<file path="src/rtl/led_pwm_driver_if.sv">
// led_pwm_driver_if -- register bus for the LED PWM driver.
//   rstrb : read strobe (accepted, no side effects)
//   wstrb : write strobe, qualified by sel
//   sel   : block select
//   addr  : register word index
//   wdata : write data
//   rdata : combinational read data (0 when sel is low)
interface led_pwm_driver_if;
    logic        rstrb;
    logic        wstrb;
    logic        sel;
    logic [3:0]  addr;
    logic [31:0] wdata;
    logic [31:0] rdata;

    modport master (output rstrb, wstrb, sel, addr, wdata, input rdata);
    modport slave  (input rstrb, wstrb, sel, addr, wdata, output rdata);
endinterface

</file>
<file path="src/rtl/led_pwm_driver.sv">
// led_pwm_driver -- NUM_LEDS channel LED driver with per-channel PWM duty,
// global on/off and blink gating, behind a small register bus.
//   clk   : system clock, rising edge
//   reset : asynchronous, active-high
//   bus   : register bus (slave side)
//   LED   : registered LED pins, bit i is channel i
// Register map: 0 ON, 1 BLINK_EN, 2 BLINK_HALF, 3 STATUS (ro), 4+i DUTY_i.

// Per-channel duty register, PWM compare and LED output flop.
module led_pwm_lane #(
    parameter int PWM_BITS = 8
) (
    input  logic                clk,
    input  logic                reset,
    input  logic                on,
    input  logic                blink_en,
    input  logic                phase,
    input  logic                duty_we,
    input  logic [PWM_BITS-1:0] duty_wdata,
    input  logic [PWM_BITS-1:0] pwm_cnt,
    output logic [PWM_BITS-1:0] duty,
    output logic                led
);
    logic pwm_on;

    always_ff @(posedge clk or posedge reset) begin
        if (reset)        duty <= '1;
        else if (duty_we) duty <= duty_wdata;
    end

    // All-ones duty means fully on; a plain compare would drop one cycle.
    assign pwm_on = (duty == '1) || (pwm_cnt < duty);

    always_ff @(posedge clk or posedge reset) begin
        if (reset) led <= 1'b0;
        else       led <= on & pwm_on & (phase | ~blink_en);
    end
endmodule

module led_pwm_driver #(
    parameter int NUM_LEDS = 4,
    parameter int PWM_BITS = 8
) (
    input  logic                 clk,
    input  logic                 reset,
    led_pwm_driver_if.slave      bus,
    output logic [NUM_LEDS-1:0]  LED
);
    logic [NUM_LEDS-1:0]                on_r;
    logic [NUM_LEDS-1:0]                blink_en;
    logic [15:0]                        blink_half;
    logic [15:0]                        blink_cnt;
    logic                               phase;
    logic [PWM_BITS-1:0]                pwm_cnt;
    logic                               pwm_wrap;
    logic                               wen;
    logic [NUM_LEDS-1:0]                duty_we;
    logic [NUM_LEDS-1:0][PWM_BITS-1:0]  duty;
    logic [31:0]                        status;
    logic [31:0]                        rd_data;
    logic                               unused;

    // Read strobe and upper write-data bits carry no function here.
    assign unused = ^{bus.rstrb, bus.wdata};

    assign wen      = bus.sel & bus.wstrb;
    assign pwm_wrap = (pwm_cnt == '1);

    always_ff @(posedge clk or posedge reset) begin
        if (reset) pwm_cnt <= '0;
        else       pwm_cnt <= pwm_cnt + 1'b1;
    end

    always_ff @(posedge clk or posedge reset) begin
        if (reset) begin
            on_r     <= '0;
            blink_en <= '0;
        end else if (wen) begin
            if (bus.addr == 4'd0) on_r     <= bus.wdata[NUM_LEDS-1:0];
            if (bus.addr == 4'd1) blink_en <= bus.wdata[NUM_LEDS-1:0];
        end
    end

    // Blink timebase: counts PWM periods, toggles phase every BLINK_HALF
    // periods. A BLINK_HALF write restarts the half-period from phase 1 and
    // wins over a wrap on the same edge.
    always_ff @(posedge clk or posedge reset) begin
        if (reset) begin
            blink_half <= '0;
            blink_cnt  <= '0;
            phase      <= 1'b1;
        end else if (wen && bus.addr == 4'd2) begin
            blink_half <= bus.wdata[15:0];
            blink_cnt  <= '0;
            phase      <= 1'b1;
        end else if (blink_half == '0) begin
            blink_cnt  <= '0;
            phase      <= 1'b1;
        end else if (pwm_wrap) begin
            if (blink_cnt + 16'd1 == blink_half) begin
                blink_cnt <= '0;
                phase     <= ~phase;
            end else begin
                blink_cnt <= blink_cnt + 16'd1;
            end
        end
    end

    for (genvar i = 0; i < NUM_LEDS; i++) begin : g_lane
        assign duty_we[i] = wen && (bus.addr == 4'(4 + i));

        led_pwm_lane #(.PWM_BITS(PWM_BITS)) u_lane (
            .clk        (clk),
            .reset      (reset),
            .on         (on_r[i]),
            .blink_en   (blink_en[i]),
            .phase      (phase),
            .duty_we    (duty_we[i]),
            .duty_wdata (bus.wdata[PWM_BITS-1:0]),
            .pwm_cnt    (pwm_cnt),
            .duty       (duty[i]),
            .led        (LED[i])
        );
    end

    assign status = {15'd0, phase, 16'(pwm_cnt)};

    always_comb begin
        rd_data = '0;
        if (bus.sel) begin
            case (bus.addr)
                4'd0:    rd_data = 32'(on_r);
                4'd1:    rd_data = 32'(blink_en);
                4'd2:    rd_data = 32'(blink_half);
                4'd3:    rd_data = status;
                default: begin
                    for (int i = 0; i < NUM_LEDS; i++)
                        if (bus.addr == 4'(4 + i)) rd_data = 32'(duty[i]);
                end
            endcase
        end
    end

    assign bus.rdata = rd_data;
endmodule

</file>
<file path="src/flat_wrapper.sv">
// flat-port wrapper written by rule: the top's interface ports become plain ports
module led_pwm_driver_flat 
#(
    parameter int NUM_LEDS = 4,
    parameter int PWM_BITS = 8
)
  (clk, reset, LED, bus_rstrb, bus_wstrb, bus_sel, bus_addr, bus_wdata, bus_rdata);
  led_pwm_driver_if bus_i ();
  input  logic clk;
  input  logic reset;
  output logic [NUM_LEDS-1:0] LED;
  input wire logic [$bits(bus_i.rstrb)-1:0] bus_rstrb;
  input wire logic [$bits(bus_i.wstrb)-1:0] bus_wstrb;
  input wire logic [$bits(bus_i.sel)-1:0] bus_sel;
  input wire logic [$bits(bus_i.addr)-1:0] bus_addr;
  input wire logic [$bits(bus_i.wdata)-1:0] bus_wdata;
  output wire logic [$bits(bus_i.rdata)-1:0] bus_rdata;
  assign bus_i.rstrb = bus_rstrb;
  assign bus_i.wstrb = bus_wstrb;
  assign bus_i.sel = bus_sel;
  assign bus_i.addr = bus_addr;
  assign bus_i.wdata = bus_wdata;
  assign bus_rdata = bus_i.rdata;
  led_pwm_driver #(.NUM_LEDS(NUM_LEDS), .PWM_BITS(PWM_BITS)) u_core (.clk(clk), .reset(reset), .bus(bus_i), .LED(LED));
endmodule
</file>
<file path="config.mk">
export PLATFORM = sky130hd
export DESIGN_NAME = led_pwm_driver_flat
export DESIGN_NICKNAME = d
export VERILOG_FILES = /design/src/rtl/led_pwm_driver_if.sv /design/src/rtl/led_pwm_driver.sv /design/src/flat_wrapper.sv
export SDC_FILE = /design/constraint.sdc
export NUM_CORES = 1
export LEC_CHECK = 0
export BUFFER_PORTS_ARGS = -buffer_cell sky130_fd_sc_hd__buf_4
export CAP_MARGIN = 20
export CORE_UTILIZATION = 55
export CTS_CLUSTER_DIAMETER = 60
export DETAILED_ROUTE_END_ITERATION = 10
export GPL_TIMING_DRIVEN = 0
export PLACE_DENSITY = 0.87
export SYNTH_ARGS = -nofsm -noshare
export SYNTH_HDL_FRONTEND = slang
export SYNTH_SLANG_ARGS = --single-unit
</file>
<file path="constraint.sdc">
create_clock -name clk -period 3.8 [get_ports clk]
set_input_delay 0 -clock clk [delete_from_list [all_inputs] [get_ports clk]]
set_output_delay 0 -clock clk [all_outputs]
set_load 0.005 [all_outputs]
</file>
==> impl_results.html <==
<table>
<tr><th>Metric</th><th>Value</th></tr>
<tr><th colspan="2">Outcome</th></tr>
<tr><td>Run status</td><td>finished, final reports clean</td></tr>
<tr><th colspan="2">Yosys</th></tr>
<tr><td>Most frequently used cell type in the post-synthesis netlist</td><td>sky130_fd_sc_hd__dfrtp_1</td></tr>
<tr><td>Biggest area consumer among synthesized cells</td><td>sky130_fd_sc_hd__dfrtp_1</td></tr>
<tr><td>Part of the Yosys area used for sequential elements</td><td>39.3%</td></tr>
<tr><td>Synthesized area</td><td>5520 um^2</td></tr>
<tr><td>Per-instance average area after synthesis</td><td>10.1 um^2</td></tr>
<tr><td>Instance count of the mapped netlist</td><td>549</td></tr>
<tr><td>Proportion of register bits with asynchronous set or reset after synthesis</td><td>100%</td></tr>
<tr><td>Synth cell count leaders</td><td>52 x sky130_fd_sc_hd__dfrtp_1, 40 x sky130_fd_sc_hd__mux2_2, 40 x sky130_fd_sc_hd__nand2_1, 40 x sky130_fd_sc_hd__o21ai_0, 39 x sky130_fd_sc_hd__inv_1</td></tr>
<tr><td>Synth unique cells</td><td>57</td></tr>
<tr><td>Number of flops mapped to enable cells by yosys</td><td>0</td></tr>
<tr><td>Synth Flop Type</td><td>sky130_fd_sc_hd__dfrtp_1</td></tr>
<tr><td>Most area-consuming cells after synthesis</td><td>sky130_fd_sc_hd__dfrtp_1 24%, sky130_fd_sc_hd__dfstp_2 16%, sky130_fd_sc_hd__mux2_2 8.2%</td></tr>
<tr><td>Number of synthesized register bits</td><td>85</td></tr>
<tr><td>Portion of synthesized cell area occupied by the leading cell type</td><td>23.6%</td></tr>
<tr><td>Synth Warn #</td><td>0</td></tr>
<tr><th colspan="2">Floorplanning</th></tr>
<tr><td>FP Rows</td><td>36</td></tr>
<tr><td>Initial cell density of the core</td><td>56.5%</td></tr>
<tr><td>Die boundary height</td><td>102 um</td></tr>
<tr><td>Die area</td><td>10400 um^2</td></tr>
<tr><td>Die X-Extent</td><td>102 um</td></tr>
<tr><td>Std-Cell Core Area</td><td>9770 um^2</td></tr>
<tr><td>Ports placed on the boundary</td><td>77</td></tr>
<tr><th colspan="2">Worst setup path</th></tr>
<tr><td>Number of buffer and inverter stages on the critical path</td><td>1</td></tr>
<tr><td>Gate family responsible for the most delay along the worst path</td><td>simple AND/OR/NAND/NOR gates</td></tr>
<tr><td>Type of destination of the critical path</td><td>flip-flop</td></tr>
<tr><td>Cells along the critical path</td><td>ha_1, nand3_2, or4_4, xnor2_2, o21a_1, o211ai_2, nor4b_4, buf_6, a21oi_1, a21o_1</td></tr>
<tr><td>Required time at the endpoint of the critical path</td><td>4.07 ns</td></tr>
<tr><td>Critical Path Start Type</td><td>flip-flop</td></tr>
<tr><td>Critical path start-end classification</td><td>reg2reg</td></tr>
<tr><td>Slowest stage cell on the critical path</td><td>sky130_fd_sc_hd__or4_4</td></tr>
<tr><td>Crit path arrival time</td><td>3.28 ns</td></tr>
<tr><td>Slowest Stage Delay on Critical Path</td><td>0.55 ns</td></tr>
<tr><td>Crit path max fanout</td><td>10</td></tr>
<tr><th colspan="2">Global route</th></tr>
<tr><td>GR Util All Layers</td><td>29.9%</td></tr>
<tr><td>Global route total overflow</td><td>0</td></tr>
<tr><td>Largest net degree at the start of global routing</td><td>70</td></tr>
<tr><td>Number of antenna violations at the first check in global routing</td><td>0</td></tr>
<tr><td>First-pass GRT wire length</td><td>23400 um</td></tr>
<tr><td>Number of global-route vias before repair</td><td>4703</td></tr>
<tr><th colspan="2">Route</th></tr>
<tr><td>First-iteration detailed-routing DRC count</td><td>375</td></tr>
<tr><td>Total number of vias</td><td>4697</td></tr>
<tr><td>Post-route DRC violation count</td><td>0</td></tr>
<tr><td>Drt pass-1 iters</td><td>5</td></tr>
<tr><td>Detailed Route WL</td><td>14800 um</td></tr>
<tr><td>Residual antenna-violating net count after detailed routing</td><td>0</td></tr>
<tr><td>Routed wire per std cell</td><td>19.2 um</td></tr>
<tr><td>Ratio of routed vias to standard cells</td><td>6.08</td></tr>
<tr><th colspan="2">STA</th></tr>
<tr><td>Measured slew at the worst slew-check pin</td><td>0.883 ns</td></tr>
<tr><td>Fmax</td><td>0.332 GHz</td></tr>
<tr><td>Setup repair after global routing missed its margin</td><td>false</td></tr>
<tr><td>Final period util</td><td>79.2%</td></tr>
<tr><td>Crit path time final</td><td>3.01 ns</td></tr>
<tr><td>Worst setup skew after layout</td><td>0.0158 ns</td></tr>
<tr><td>Worst slew slack as a fraction of its limit</td><td>41.0%</td></tr>
<tr><td>Number of failing setup endpoints in the final timing report</td><td>0</td></tr>
<tr><td>Final number of max-transition violations</td><td>0</td></tr>
<tr><td>Final hold violations</td><td>0</td></tr>
<tr><td>Accumulated negative setup slack</td><td>0 ns</td></tr>
<tr><th colspan="2">Clock tree</th></tr>
<tr><td>Number of buffers between clock root and the deepest sink</td><td>2</td></tr>
<tr><td>TritonCTS Buffers</td><td>9</td></tr>
<tr><td>CTS sink count</td><td>85</td></tr>
<tr><td>Source-to-sink clock delay at the later pin of the worst-skew pair</td><td>0.38 ns</td></tr>
<tr><td>H-tree depth</td><td>3</td></tr>
<tr><td>CTS tree</td><td>done</td></tr>
<tr><td>PostCTS Resize Cnt</td><td>0</td></tr>
<tr><td>Clock transition at the registers of the reported paths</td><td>0.10 ns</td></tr>
<tr><td>Clock root cell</td><td>sky130_fd_sc_hd__clkbuf_8</td></tr>
<tr><th colspan="2">Placement</th></tr>
<tr><td>Sum of net half-perimeters after detailed placement</td><td>10600 um</td></tr>
<tr><td>Final weighted congestion in routability-driven placement</td><td>0.978</td></tr>
<tr><td>Number of input and output port buffers inserted</td><td>43</td></tr>
<tr><th colspan="2">Finish</th></tr>
<tr><td>Share of layout cells above drive strength 1</td><td>29.2%</td></tr>
<tr><td>Number of nets in the layout</td><td>706</td></tr>
<tr><td>Layout Utilization</td><td>66.4%</td></tr>
<tr><td>Antenna cells</td><td>0</td></tr>
<tr><td>Number of fill cells</td><td>722</td></tr>
<tr><td>Relative area change from synthesis to final layout</td><td>17.5%</td></tr>
<tr><th colspan="2">Power and ir drop</th></tr>
<tr><td>Areal power density over the cells</td><td>399 nW/um^2</td></tr>
<tr><td>IR drop worst, VDD</td><td>282 uV</td></tr>
<tr><td>Static leakage</td><td>2.93 nW</td></tr>
<tr><th colspan="2">Job</th></tr>
<tr><td>Count of max-cap constraint violations</td><td>0</td></tr>
<tr><th colspan="2">Min path</th></tr>
<tr><td>Tightest Hold Check Type</td><td>in2async</td></tr>
</table>
==> metal layers <==
layer / GRT usage, % / wire length [um] / part of all wire (%)
met1: 34.6 / 5610 / 38
met5: 0 / 0 / 0
met4: 15.8 / 602 / 4.1
met3: 6.91 / 999 / 6.7
met2: 51.7 / 7630 / 51
==> worst paths after layout <==
check / slack, ns / to / cells past startpoint / from
worst max-delay path: 0.79 / u_core.blink_cnt[3] / 10 / u_core.blink_cnt[0]
worst min-delay path: 0.11 / u_core.blink_cnt[10] / 3 / reset
worst max register to register: 0.79 / u_core.blink_cnt[3] / 10 / u_core.blink_cnt[0]
worst min register to register: 0.54 / u_core.g_lane[3].u_lane.duty[3] / 2 / u_core.g_lane[3].u_lane.duty[3]
max in group asynchronous: 3.03 / u_core.g_lane[0].u_lane.duty[7] / 4 / reset
min in group clk: 0.13 / u_core.g_lane[1].u_lane.duty[5] / 4 / bus_addr[0]
==> layout make-up <==
type                       instances  area, um^2  share of cell area (%)
tap                              133         166                    2.57
inverter                          39         149                    2.30
clock buffer                      10         128                    1.97
multi-input combinational        396        2990                    46.2
sequential                        85        2170                    33.4
buffer                            43         267                    4.11
clock inverter                     6        95.1                    1.47
timing repair buffer              61         520                    8.02
==> cells in the final DEF, fill, tap and decap left out, drive strengths merged, types with 7 or more instances in the layout <==
cell type	Yosys	routed
buf	33	77
dfrtp	52	52
o21ai	41	41
inv	39	41
mux2	40	40
nand2	40	40
dfstp	33	33
ha	30	30
nor2	24	24
nand3	21	21
a21oi	21	21
clkbuf	10	20
xnor2	19	19
nand4	17	17
dlygate4sd3	0	17
conb	1	15
or3	13	13
mux4	12	12
and2	12	12
a21o	11	11
nor3	9	9
a21boi	9	9
xor2	7	7
==> report_power, final <==
part | internal [W] | switching, W | leakage [nW]
sequential | 0.00110 | 0.000160 | 1.03
combinational | 0.000312 | 0.000273 | 1.80
clock | 0.000378 | 0.000368 | 0.105
==> worst reg2reg max path: cells and delay by family, from the launching register on <==
family | cells | cell delay (ns)
and+or+nand+nor | 3 | 1.23
DFF | 1 | 0.49
AOI/OAI and AO/OA | 4 | 0.49
adders and majority gates | 1 | 0.31
buffers and inverters | 1 | 0.24
xor gates and xnor gates | 1 | 0.13
==> registers in the layout, indices dropped and copies added, names as in the netlist <==
signal / cells
u_core.blink_half: 16
u_core.phase: 1
u_core.pwm_cnt: 8
u_core.on_r: 4
u_core.g_lane.u_lane.led: 4
u_core.blink_en: 4
u_core.g_lane.u_lane.duty: 32
u_core.blink_cnt: 16
==> cell families (layout without fill, tap and decap cells) <==
logic type,count (synthesis),after routing,share of synthesized area [%]
AOI/OAI and AO/OA,104,104,12.1
xor gates and xnor gates,26,26,4.26
adders and majority gates,30,30,6.80
buffers and inverters,82,159,7.48
DFF,85,85,39.3
muxes,57,57,14.0
other,1,15,0.0679
and+or+nand+nor,164,164,16.1
==> what timing repair did <==
action,in CTS,in global routing
setup buffers,0,0
hold endpoints to repair,109,0
hold buffers,17,0
==> per-stage QoR <==
stage          worst slack (ns)  power (W)  hold slack, ns  instances  cell area [um^2]
2_1_floorplan              1.28    0.00160           0.109        563              5580
3_5_place_dp              0.859    0.00182         -0.0434        740              6090
4_1_cts                   0.821    0.00257           0.110        773              6490
3_3_place_gp              0.694    0.00178           0.234        739              6060
6_report                  0.790    0.00259           0.108        773              6490
5_1_grt                   0.631    0.00270           0.150        773              6490
No activity file was read; power rests on OpenSTA's default activity.
